==> src/rtl/vector_pkg.sv <==
// Shared fixed-point vector types for the ray pipeline, plus the dispatcher FSM
// encoding and its special Q8.24 constants.
package vector_pkg;

  typedef logic signed [31:0] fp;  // Q8.24

  typedef struct packed {
    fp x;
    fp y;
    fp z;
  } vec3;

  typedef enum logic [1:0] {
    ST_IDLE   = 2'd0,
    ST_ISSUE  = 2'd1,
    ST_WAIT   = 2'd2,
    ST_OUTPUT = 2'd3
  } disp_state_t;

  localparam fp FP_NEG_ONE = 32'shFF000000;
  localparam fp FP_MAX     = 32'sh7FFFFFFF;

  function automatic vec3 make_vec3(input fp x, input fp y, input fp z);
    vec3 v;
    v.x = x;
    v.y = y;
    v.z = z;
    return v;
  endfunction

endpackage

==> src/rtl/ray_dispatcher.sv <==
// Walks a WIDTH x HEIGHT raster, issues one primary ray per pixel to the marcher,
// waits for its result (or a timeout) and presents it downstream with a handshake.
module ray_dispatcher
  import vector_pkg::*;
#(
  parameter int WIDTH   = 320,
  parameter int HEIGHT  = 240,
  parameter fp  X_STEP  = fp'(32'sd33554432 / WIDTH),
  parameter fp  Y_STEP  = X_STEP,
  parameter int TIMEOUT = 4096
) (
  input  logic        clk,
  input  logic        rst,
  input  logic        start,
  input  vec3         cam_origin,
  output vec3         ray_origin,
  output vec3         ray_dir,
  output logic        ray_valid,
  input  logic        march_valid,
  input  logic        march_hit,
  input  fp           march_dist,
  output logic        pix_valid,
  input  logic        pix_ready,
  output logic        pix_hit,
  output fp           pix_dist,
  output logic [11:0] pix_x,
  output logic [11:0] pix_y,
  output logic        pix_sof,
  output logic        pix_eol,
  output logic        busy,
  output logic        done,
  output logic        timeout_err
);

  localparam fp           X_START   = fp'(-(WIDTH / 2) * X_STEP);
  localparam fp           Y_START   = fp'((HEIGHT / 2) * Y_STEP);
  localparam logic [11:0] X_LAST    = 12'(WIDTH - 1);
  localparam logic [11:0] Y_LAST    = 12'(HEIGHT - 1);
  localparam logic [31:0] WAIT_LAST = 32'(TIMEOUT - 1);

  disp_state_t state_reg;
  logic [11:0] x_reg, y_reg;
  vec3         origin_reg;
  fp           dir_x_reg, dir_y_reg, dir_z_reg;
  logic        hit_reg;
  fp           dist_reg;
  logic        timeout_reg;
  logic        done_reg;
  logic [31:0] wait_cnt_reg;

  always_ff @(posedge clk) begin
    if (rst) begin
      state_reg    <= ST_IDLE;
      x_reg        <= '0;
      y_reg        <= '0;
      origin_reg   <= '0;
      dir_x_reg    <= '0;
      dir_y_reg    <= '0;
      dir_z_reg    <= '0;
      hit_reg      <= 1'b0;
      dist_reg     <= '0;
      timeout_reg  <= 1'b0;
      done_reg     <= 1'b0;
      wait_cnt_reg <= '0;
    end else begin
      done_reg <= 1'b0;
      case (state_reg)
        ST_IDLE: begin
          // The done cycle is already IDLE; a start there must not launch a frame.
          if (start && !done_reg) begin
            origin_reg  <= cam_origin;
            x_reg       <= '0;
            y_reg       <= '0;
            timeout_reg <= 1'b0;
            dir_x_reg   <= X_START;
            dir_y_reg   <= Y_START;
            dir_z_reg   <= FP_NEG_ONE;
            state_reg   <= ST_ISSUE;
          end
        end
        ST_ISSUE: begin
          wait_cnt_reg <= '0;
          state_reg    <= ST_WAIT;
        end
        ST_WAIT: begin
          if (march_valid) begin
            hit_reg   <= march_hit;
            dist_reg  <= march_dist;
            state_reg <= ST_OUTPUT;
          end else if (wait_cnt_reg == WAIT_LAST) begin
            hit_reg     <= 1'b0;
            dist_reg    <= FP_MAX;
            timeout_reg <= 1'b1;
            state_reg   <= ST_OUTPUT;
          end else begin
            wait_cnt_reg <= wait_cnt_reg + 32'd1;
          end
        end
        ST_OUTPUT: begin
          if (pix_ready) begin
            // Direction advances incrementally alongside the raster position.
            if (x_reg == X_LAST) begin
              x_reg     <= '0;
              y_reg     <= y_reg + 12'd1;
              dir_x_reg <= X_START;
              dir_y_reg <= dir_y_reg - Y_STEP;
            end else begin
              x_reg     <= x_reg + 12'd1;
              dir_x_reg <= dir_x_reg + X_STEP;
            end
            if (x_reg == X_LAST && y_reg == Y_LAST) begin
              done_reg  <= 1'b1;
              state_reg <= ST_IDLE;
            end else begin
              state_reg <= ST_ISSUE;
            end
          end
        end
        default: state_reg <= ST_IDLE;
      endcase
    end
  end

  assign ray_valid   = (state_reg == ST_ISSUE);
  assign pix_valid   = (state_reg == ST_OUTPUT);
  assign busy        = (state_reg != ST_IDLE);
  assign done        = done_reg;
  assign timeout_err = timeout_reg;
  assign ray_origin  = origin_reg;
  assign ray_dir     = make_vec3(dir_x_reg, dir_y_reg, dir_z_reg);
  assign pix_hit     = hit_reg;
  assign pix_dist    = dist_reg;
  assign pix_x       = x_reg;
  assign pix_y       = y_reg;
  assign pix_sof     = pix_valid && (x_reg == 12'd0) && (y_reg == 12'd0);
  assign pix_eol     = pix_valid && (x_reg == X_LAST);

endmodule

==> config.mk <==
export PLATFORM = sky130hd
export DESIGN_NAME = ray_dispatcher
export DESIGN_NICKNAME = d
export VERILOG_FILES = /design/src/rtl/vector_pkg.sv /design/src/rtl/ray_dispatcher.sv
export SDC_FILE = /design/constraint.sdc
export NUM_CORES = 1
export LEC_CHECK = 0
export CORE_MARGIN = 5
export CORE_UTILIZATION = 35
export CTS_CLUSTER_DIAMETER = 60
export CTS_CLUSTER_SIZE = 28
export DETAILED_ROUTE_END_ITERATION = 8
export GPL_TIMING_DRIVEN = 0
export PLACE_DENSITY = 0.71
export SLEW_MARGIN = 20
export SYNTH_ARGS = -nofsm -noshare
export SYNTH_HDL_FRONTEND = slang
export SYNTH_SLANG_ARGS = --single-unit
==> constraint.sdc <==
create_clock -name clk -period 4.1 [get_ports clk]
set_clock_uncertainty 0.1 [all_clocks]
set_input_delay 0.41 -clock clk [delete_from_list [all_inputs] [get_ports clk]]
set_output_delay 0.41 -clock clk [all_outputs]
set_load 0.01 [all_outputs]
# ---- Yosys cells after proc, flatten, opt, wreduce, memory -nomap -nowiden
# Cells that the tools add are included.
dict set report totals {
  word_cells 89
  ff_bits 254
  output_inout_bits 256
  inputBits 134
}
dict set report op_classes {
  n_reduce_logical 22
  eq_ne 13
  mux 33
  n_addsub 5
  bitwise_logic 2
}
# op count
set ops {}
lappend ops {{two-way mux 32 bit} 10}
lappend ops {{case mux 32 bit (2 select lines)} 3}
lappend ops {{two-way mux 12 bit} 5}
lappend ops {{case mux 12 bit (2 select lines)} 2}
lappend ops {{adder 32 x 1 -> 32 bit (second input constant)} 1}
lappend ops {{adder 32 x 18 -> 32 bit (second input constant)} 1}
lappend ops {{equality test 32 x 12 -> 1 bit (second input constant)} 1}
lappend ops {{subtractor 32 x 18 -> 32 bit (second input constant)} 1}
lappend ops {{adder 12 x 1 -> 12 bit (second input constant)} 2}
lappend ops {{zero test 12 bit} 2}
lappend ops {{equality test 12 x 8 -> 1 bit (second input constant)} 1}
lappend ops {{equality test 12 x 9 -> 1 bit (second input constant)} 1}
lappend ops {{nonzero test 2 bit} 5}
lappend ops {{AND reduction 3 bit} 3}
lappend ops {{two-way mux 2 bit} 4}
lappend ops {{!= test 2 bit (second input constant)} 4}
lappend ops {{case mux 2 bit (4 select lines)} 1}
lappend ops {{AND reduction 4 bit} 2}
lappend ops {{two-way mux 1 bit} 7}
lappend ops {{logical AND 1 bit} 5}
lappend ops {{equality test 2 bit (second input constant)} 2}
lappend ops {{!= test 2 x 1 -> 1 bit (second input constant)} 2}
lappend ops {{AND reduction 2 bit} 2}
lappend ops {{!= test 3 bit (second input constant)} 1}
lappend ops {{other kinds (6)} 7}

# ---- Logic depth before layout (Yosys ltp)
# Gate-level depths: netlist of the first run.
dict set report logic_depth {
  ltp_word 5
  ltp_mapped 10
  mapped_depth_nobuf 8
}

# ---- Worst setup path before layout of the first run
# Ideal clock, no wire load.
dict set report synth_timing {
  kind {reg2reg}
  from {reg state_reg[0]}
  to {reg dir_x_reg[22]}
  path_stages_with_launch 9
  synth_period_minus_slack_ns 2.450
  path_slack_ns 1.650
  setup_time_ns 0.070
  path_buffers 1
  arrival_time_ns 2.279
  required_time_ns 3.930
  path_cell_list {dfxtp_1 > inv_1 > ha_1 > clkbuf_1 > inv_1 > nor2_1 > nor3_1 > or4b_2 > a21oi_1}
}
dict set report synth_via {
  elab_chain_len 3
  word_cells_on_any_way 7
  cone_classes {eq/ne (3); mux (1); reduce/logical (3)}
}
# element line_no
set synth_lines {}
lappend synth_lines {{from (decl)} ray_dispatcher.sv:41} ;# disp_state_t state_reg;
lappend synth_lines {{from (signal assigned)} ray_dispatcher.sv:53} ;# state_reg <= ST_IDLE;
lappend synth_lines {{from (signal assigned)} ray_dispatcher.sv:78} ;# state_reg <= ST_ISSUE;
lappend synth_lines {{from (signal assigned)} ray_dispatcher.sv:83} ;# state_reg <= ST_WAIT;
lappend synth_lines {{equality test 2 bit / zero test 2 bit (equally long branches)} ray_dispatcher.sv:67} ;# case (state_reg)
lappend synth_lines {{!= test 2 x 1 -> 1 bit (no line), or another cell as far along} n/a}
lappend synth_lines {{AND reduction 3 bit (no line)} n/a}
lappend synth_lines {{to (signal assigned)} ray_dispatcher.sv:109} ;# dir_x_reg <= dir_x_reg + X_STEP;
lappend synth_lines {{to (decl)} ray_dispatcher.sv:44} ;# fp dir_x_reg, dir_y_reg, dir_z_reg;
# Parallel ways exist; a longest one is shown, timed or not.
# A chain may end at the register's enable or synchronous reset.

# ---- Final worst setup path of the first run
dict set report layout_timing {
  from {reg state_reg[0]}
  to {reg origin_reg (netlist bit ray_origin[4])}
}
dict set report layout_via {
  elab_chain_len 2
}
# element line_no
set layout_lines {}
lappend layout_lines {{zero test 2 bit} ray_dispatcher.sv:67}
lappend layout_lines {{AND reduction 2 bit (no line)} n/a}
lappend layout_lines {{to (signal assigned)} ray_dispatcher.sv:71} ;# origin_reg <= cam_origin;
lappend layout_lines {{to (decl)} ray_dispatcher.sv:43} ;# vec3 origin_reg;
# Every way passes these cells.

==> results of run 1 <==
logic make-up after synthesis:
family,after synthesis,share of synthesized area [%]
simple gates,615,25.7
flops,254,47.1
compound gates,238,13.3
buf+inv,117,5.38
xor+xnor,85,6.90
fa+ha+maj,11,1.28
mux,3,0.302
other cells,1,0.0348
where the power goes:
part / internal [mW] / leakage, nW / switching [mW]
registers: 2.93 / 2.07 / 0.423
clock network: 1.35 / 0.418 / 1.08
logic: 1.71 / 3.20 / 2.12
cell usage after synthesis, drive strengths merged, types with 3 or more instances:
cell	instances
a31oi	5
or4	7
o311ai	4
and2	4
o211ai	14
a211oi	8
or3	12
o31ai	5
a31o	3
nand4	18
clkbuf	59
nand2	252
nor2b	6
ha	11
o21ai	20
a22oi	3
xor2	51
o41ai	5
o31a	3
nand3b	5
inv	13
nor3	60
dfxtp	254
nor2	167
and3	10
and4	6
nand2b	10
a311oi	6
buf	45
a21oi	152
xnor2	34
nor4	15
nand3	33
worst paths after layout:
kind	from	endpoint	slack, ns	cells after the start
setup reg to reg	state_reg[0]	ray_origin[4]	0.87	9
hold / removal	march_valid	pix_hit	0.22	3
hold reg to reg	ray_origin[39]	ray_origin[39]	0.36	2
setup / recovery	state_reg[0]	ray_origin[4]	0.87	9
metrics by stage:
step / total power [mW] / instance area (µm²)
2_1_floorplan: 5.39 / 10900
3_3_place_gp: 7.13 / 15000
3_5_place_dp: 7.20 / 15000
4_1_cts: 9.67 / 15900
5_1_grt: 10.2 / 15900
6_report: 9.62 / 15900
placed cells by master, fill, tap and decap left out, types with 17 or more instances in the layout:
cell type,count
clkdlybuf4s50_1,363
dfxtp_1,254
nand2_1,250
nor2_1,167
a21oi_1,152
clkbuf_1,61
nor3_1,58
xor2_1,51
xnor2_1,34
nand3_1,33
buf_4,33
clkbuf_16,25
conb_1,24
nand4_1,18
o21ai_0,17
critical path, stage by stage (launching register included):
cell,delay [ns]
dfxtp_1,0.33
inv_1,0.12
ha_1,0.17
clkbuf_1,0.26
inv_1,0.15
nor2_1,0.67
clkbuf_1,0.44
clkbuf_1,0.53
nand2_1,0.21
a21oi_1,0.16
metal layers:
metal / vias to the layer above / GRT usage [%] / wire length (µm) / part of all wire, %
met3: 74 / 4.91 / 2720 / 7.1
met4: 0 / 6.67 / 1370 / 3.6
met1: 5053 / 26.4 / 15800 / 41
met2: 371 / 34.5 / 18300 / 48
met5: - / 0 / 0 / 0
li1: 5286 / - / - / -
final cells by class:
cell class	instances	area (µm²)
timing repair buffer	363	3630
buffer	104	532
tap	396	495
fill	2833	14600
clock inverter	17	238
antenna	2	5.00
inverter	13	48.8
clock buffer	27	633
sequential	254	5080
multi-input combinational	976	5210
==> flow_metrics.tcl, run 1 <==
set metrics [dict create \
    vias_per_cell 5.01 \
    hp-class "primary input to register" \
    holdWs_ns 0.223 \
    fin_cells 2152 \
    cts.clk_slew.worst_paths_ns 0.07 \
    vias 10800 \
    place_ws_ns 0.782 \
    cp-end-kind "register" \
    synth_edf_count 0 \
    critPathKind "register to register" \
    yosysWarnings 0 \
    fin_crit_sh_pct 78.8 \
    core_um2 30500 \
    place_congestion 0.889 \
    async_flop_share_pct 0 \
    synth_area_um2 10800 \
    setup_viol 0 \
    finalCriticalPeriod_ns 3.23 \
    drive_gt1_share_pct 5.93 \
    hold_viol 0 \
    fp.dieW_um 186 \
    slew_viol_final 0 \
    max-slew-margin-rel_pct 32.5 \
    start_util_pct 35.4 \
    htreeDepth 1 \
    fp-row-count 64 \
    cp.required_ns 4.44 \
    cp_max_fo 10 \
    power_density_nw_per_um2 606 \
    final_util_pct 52.0 \
    leakagePower_nw 5.69 \
    synth_area_leaders "dfxtp_1 (47%), nand2_1 (8.7%), a21oi_1 (7.1%), nor2_1 (5.8%), xor2_1 (4.1%)" \
    nets 1881 \
    synthesis.instances 1324 \
    die_area_um2 34400 \
    numClockSinks 254 \
    grt_pass1_wl_um 57300 \
    ys_seq_area_share_pct 47.1 \
    cts_hold_buf 0 \
    setup_slack_ns 0.869 \
    synth_seq_cells 254 \
    status "finished, final reports clean" \
    synth_top_area_share_pct 47.1 \
    layout-area-overhead-vs-synth_pct 47.2 \
    cap_viol_max_count 0 \
    tightest_slew_ns 1.01 \
    fmax_mhz 309 \
    grt_pass1_vias 10400 \
    largest_register_ffs 96 \
    wl_per_cell_um 17.7 \
    drc_errors 0 \
    cts_resized 0 \
    grt_start_max_net_pins 21 \
    cts_buffer_depth 3 \
    cts-root-buf "clkbuf_16" \
    die_y_um 186 \
    startpoint_type "register" \
    drtPass1Iterations 6 \
    pin_count 390 \
    cts_buffers 24 \
    yosys.area.top_type "dfxtp_1" \
    dp_hpwl_um 29100 \
    grt_usage_pct 20.6 \
    wl_um 38100 \
    peakVddDrop_v 0.000317 \
    worst_skew_pair.late_latency_ns 0.53 \
    postCtsSetupBuffers 0 \
    cp.arrival_ns 3.57 \
    rsz0062_at_grt "false" \
    drt_iter0_markers 596 \
    detail-route-antenna-nets 0 \
    port_buffers 363 \
    dp.cells 2106 \
    grt-ovfl-total 0 \
    synthDistinctLibCells 64 \
    ys_dominant_reg_cell "dfxtp_1" \
    syn_area_per_cell_um2 8.15 \
    tritoncts "yes" \
    final.setup.tns_ns 0 \
    antenna_found_initial 2 \
]
Note: power is estimated with default switching activity, not from simulation.
==> run 2, diff against run 1 <==
- clock period: 4.1 -> 3.25 ns (I/O delays scaled with it)
==> flow_metrics.tcl, run 2 (synthesized netlist as in run 1, its figures left out) <==
set metrics [dict create \
    regArea_um2 5080 \
    clkPwrFrac_pct 25.3 \
    final.setup.tns_ns 0 \
    critPathKind "register to output pin" \
    cp.arrival_ns 2.71 \
    die_area_um2 34400 \
    cap_viol_max_count 0 \
    hp-class "primary input to register" \
    die_y_um 186 \
    layout_common_cells "clkdlybuf4s50_1 (363), dfxtp_1 (254), nand2_1 (250)" \
    hold_viol 0 \
    setup_slack_ns 0.111 \
    drt_iter0_markers 555 \
    grt_pass1_vias 10400 \
    drtPass1Iterations 5 \
    max-slew-margin-rel_pct 30.5 \
    port_buffers 363 \
    fp.dieW_um 186 \
    cts_buffers 24 \
    dp_hpwl_um 29100 \
    core_um2 30500 \
    worstPathBufferInverterCount 1 \
    mostFrequentLayoutCell "clkdlybuf4s50_1" \
    detail-route-antenna-nets 0 \
    nets 1881 \
    path_cells "or4_4 -> nor2_1 -> nand4_1 -> nor2_1 -> clkdlybuf4s50_1" \
    cp.required_ns 2.82 \
    cp_top_family "simple AND/OR/NAND/NOR gates" \
    fin_crit_sh_pct 96.6 \
    fp-row-count 64 \
    antenna_found_initial 2 \
    numClockSinks 254 \
    pin_count 390 \
    cp_max_fo 4 \
    rsz0062_at_grt "false" \
    vias 10800 \
    grt_usage_pct 20.6 \
    finalCriticalPeriod_ns 3.14 \
    wl_per_cell_um 17.7 \
    vias_per_cell 5.01 \
    startpoint_type "register" \
    pwr-share-comb_pct 39.8 \
    cts.clk_slew.worst_paths_ns 0.08 \
    holdWs_ns 0.141 \
    p_seq_share_pct 34.9 \
    layout-area-overhead-vs-synth_pct 47.2 \
    slew_viol_final 0 \
    internal_power_mw 7.56 \
    swShare_pct 37.7 \
    htreeDepth 1 \
    drc_errors 0 \
    tritoncts "yes" \
    largest_register_ffs 96 \
    power_density_nw_per_um2 764 \
    start_util_pct 35.4 \
    drive_gt1_share_pct 6.04 \
    tightest_slew_ns 1.04 \
    max_stage_delay_ns 0.58 \
    cts_buffer_depth 3 \
    fmax_mhz 319 \
    fillers 2832 \
    wl_um 38100 \
    status "finished, final reports clean" \
    cts-root-buf "clkbuf_16" \
    leakagePower_nw 5.69 \
    timing.critical_path.mode_cell "nor2_1" \
    place_ws_ns -0.0488 \
    grt_pass1_wl_um 57300 \
    cp-end-kind "output pin" \
    dpl_cell_area_um2 15000 \
    worst_skew_pair.late_latency_ns 0.53 \
    place_congestion 0.889 \
    grt-ovfl-total 0 \
    p_switching_mw 4.57 \
    final_cell_area_um2 15900 \
    multi_input_area_um2 5210 \
    postCtsSetupBuffers 0 \
    dp.cells 2106 \
    setup_viol 0 \
    fin_cells 2152 \
    peakVddDrop_v 0.000400 \
    slowest_stage "or4_4" \
    grt_start_max_net_pins 21 \
]
-- run 2: cell counts in the layout (fill, tap and decap cells not counted) --
No cell type changed its count.
-- run 2: worst paths after layout --
path,from,end,slack (ns),cells after the start
max,pix_x[9],pix_eol,0.11,5
min,march_valid,pix_hit,0.14,3
max reg2reg,state_reg[0],dir_x_reg[30],0.23,10
min reg2reg,ray_origin[85],ray_origin[85],0.36,2
-- run 2: power by group through the flow --
stage / registers, mW / clock network, mW / logic (mW)
2_1_floorplan: 4.44 / 0 / 2.36
3_3_place_gp: 4.26 / 0 / 4.74
3_5_place_dp: 4.28 / 0 / 4.81
4_1_cts: 4.22 / 3.15 / 4.84
5_1_grt: 4.31 / 3.27 / 5.26
6_report: 4.23 / 3.07 / 4.83
-- run 2: worst reg2reg max path, cell delays in order, from the launching register on --
cell,delay (ns)
dfxtp_1,0.33
inv_1,0.12
ha_1,0.17
clkbuf_1,0.27
nor2_1,0.11
a211oi_2,0.65
clkbuf_1,0.49
nand4_1,0.20
nor3_1,0.21
xnor2_1,0.14
a21oi_1,0.08
-- run 2: per-stage QoR --
stage / total power, mW / utilization [%]
floorplan: 6.80 / -
global placement: 9.00 / 49.2
detailed placement: 9.09 / 49.2
CTS: 12.2 / 52.0
global route: 12.8 / 52.1
finish: 12.1 / 52.1
-- run 2: repair_timing --
item	4_1_cts	5_1_grt
endpoints found under the hold margin	0	0
endpoints found under the setup margin	2	1
hold buffers	0	0
pin swaps	0	0
resized for setup	1	2
-- run 2: cell type report --
cell class | count | area share, %
well taps | 396 | 3.12
repair buffers | 363 | 22.9
flip-flops and latches | 254 | 32.0
multi-input cells | 976 | 32.8
plain buffers | 104 | 3.36
inverters | 13 | 0.307
clock inverters | 17 | 1.50
diodes | 2 | 0.0315
clock buffers | 27 | 3.99
-- run 2: routing by layer --
metal	part of all wire [%]	GRT usage [%]	up-vias
li1	-	-	5291
met1	41	26.4	5040
met2	48	34.5	381
met3	7.2	4.91	79
met4	3.7	6.67	0
met5	0	0	-
==> run 3, diff against run 2 <==
- CAP_MARGIN: default -> 25
- CORE_UTILIZATION: 35 -> 44
- PLACE_DENSITY: 0.71 -> 0.85
- SLEW_MARGIN: 20 -> 25
==> flow_metrics.tcl, run 3 (synthesized netlist as in run 1, its figures left out) <==
set metrics [dict create \
    worstPathBufferInverterCount 1 \
    core_um2 24200 \
    grt_pass1_wl_um 57200 \
    power_density_nw_per_um2 765 \
    detail-route-antenna-nets 0 \
    peakVddDrop_v 0.000611 \
    path_cells "or4_4 -> nor2_1 -> nand4_1 -> nor2_1 -> clkdlybuf4s50_1" \
    drc_errors 0 \
    crit_start "pix_x[10]" \
    cp.arrival_ns 2.64 \
    slew_viol_final 0 \
    max-slew-margin-rel_pct 34.3 \
    timing.critical_path.mode_cell "nor2_1" \
    largest_register_ffs 96 \
    htreeDepth 1 \
    final_cell_area_um2 15800 \
    wl_per_cell_um 17.8 \
    postCtsSetupBuffers 0 \
    diodes 0 \
    cap_viol_max_count 0 \
    internal_power_mw 7.40 \
    p_switching_mw 4.69 \
    drive_gt1_share_pct 6.21 \
    cp_top_family "simple AND/OR/NAND/NOR gates" \
    r2r_slack_ns 0.21 \
    swShare_pct 38.8 \
    fp-row-count 57 \
    slowest_stage "or4_4" \
    cts-root-buf "clkbuf_16" \
    worst_skew_pair.late_latency_ns 0.54 \
    port_buffers 363 \
    cts_buffer_depth 3 \
    p_seq_share_pct 34.9 \
    cts.clk_slew.worst_paths_ns 0.08 \
    mostFrequentLayoutCell "clkdlybuf4s50_1" \
    start_util_pct 44.5 \
    cp-end-kind "output pin" \
    dp_hpwl_um 27800 \
    drtPass1Iterations 5 \
    die_y_um 167 \
    fmax_mhz 326 \
    wl_um 36900 \
    numClockSinks 254 \
    grt-ovfl-total 0 \
    worstHoldPathCells 3 \
    pin_count 390 \
    setup_viol 0 \
    finalCriticalPeriod_ns 3.06 \
    regToRegStartpoint "state_reg[1]" \
    startpoint_type "register" \
    finalPower_mw 12.1 \
    hp-class "primary input to register" \
    cp_max_fo 4 \
    r2r_end "dir_x_reg[10]" \
    tightest_slew_ns 0.978 \
    max_stage_delay_ns 0.57 \
    clkPwrFrac_pct 25.2 \
    reg2reg_depth 8 \
    layout-area-overhead-vs-synth_pct 46.6 \
    tritoncts "yes" \
    pwr-share-comb_pct 39.8 \
    status "finished, final reports clean" \
    endpoint "pix_eol" \
    fin_crit_sh_pct 94.3 \
    cp.required_ns 2.82 \
    nets 1882 \
    antenna_found_initial 0 \
    vias_per_cell 5.33 \
    layout_common_cells "clkdlybuf4s50_1 (363), dfxtp_1 (254), nand2_1 (250)" \
    grt_start_max_net_pins 23 \
    worstSetupPathDepth 5 \
    rsz0062_at_grt "false" \
    fp.dieW_um 167 \
    grt_usage_pct 24.9 \
    cts_buffers 25 \
    leakagePower_nw 5.70 \
    drt_iter0_markers 887 \
    die_area_um2 27700 \
    vias 11100 \
    grt_pass1_vias 10600 \
    dpl_cell_area_um2 14900 \
    critPathKind "register to output pin" \
    place_congestion 0.897 \
    hold_viol 0 \
]
-- run 3: final cells by class --
cell class | count | area, µm²
fillers | 1969 | 8430
clock inverters | 20 | 260
multi-input cells | 976 | 5220
well taps | 324 | 405
clock buffers | 26 | 629
inverters | 13 | 48.8
flip-flops and latches | 254 | 5080
repair buffers | 363 | 3630
plain buffers | 104 | 532
-- run 3: metal layers --
metal	up-vias	track usage, %	routed length (µm)
li1	5304	-	-
met1	5226	30.0	14600
met2	457	43.9	18300
met3	102	5.17	2550
met4	0	8.96	1490
met5	-	0	0
-- run 3: power groups by stage --
stage	Combinational (mW)	Sequential (mW)	Clock (mW)
after global routing	5.21	4.30	3.23
final	4.82	4.22	3.05
after floorplan	2.36	4.44	0
after detailed placement	4.73	4.27	0
after global placement	4.63	4.25	0
after CTS	4.79	4.21	3.11
-- run 3: worst register-to-register path, stage by stage (launching register included) --
cell      delay (ns)
dfxtp_1         0.35
ha_1            0.34
nor2b_1         0.25
a211oi_2        0.71
nand2_2         0.37
nand2b_1        0.19
buf_2           0.25
buf_2           0.27
nor2_1          0.08
-- run 3: worst min-delay path by stage --
stage / slack (ns) / start / end
floorplan: 0.34 / wait_cnt_reg[31] / wait_cnt_reg[31]
global placement: 0.34 / ray_origin[3] / ray_origin[3]
detailed placement: 0.35 / ray_origin[59] / ray_origin[59]
CTS: 0.10 / march_valid / pix_hit
global route: 0.12 / march_valid / pix_hit
finish: 0.12 / march_valid / pix_hit
-- run 3: per-stage QoR --
stage	hold WS (ns)	util [%]	setup slack (ns)	TNS (ns)	std cells
3_3_place_gp	0.341	61.5	0.0808	0	2034
3_5_place_dp	0.346	61.5	-0.0579	-0.0615	2034
5_1_grt	0.122	65.2	0.0132	0	2080
6_report	0.118	65.2	0.187	0	2080
4_1_cts	0.102	65.2	0.168	0	2080
2_1_floorplan	0.345	-	0.800	0	1347
-- run 3: timing repair --
action	4_1_cts	5_1_grt
resized for setup	1	1
gates cloned	0	0
hold buffers	0	0
endpoints found under the setup margin	10	5
endpoints found under the hold margin	0	0
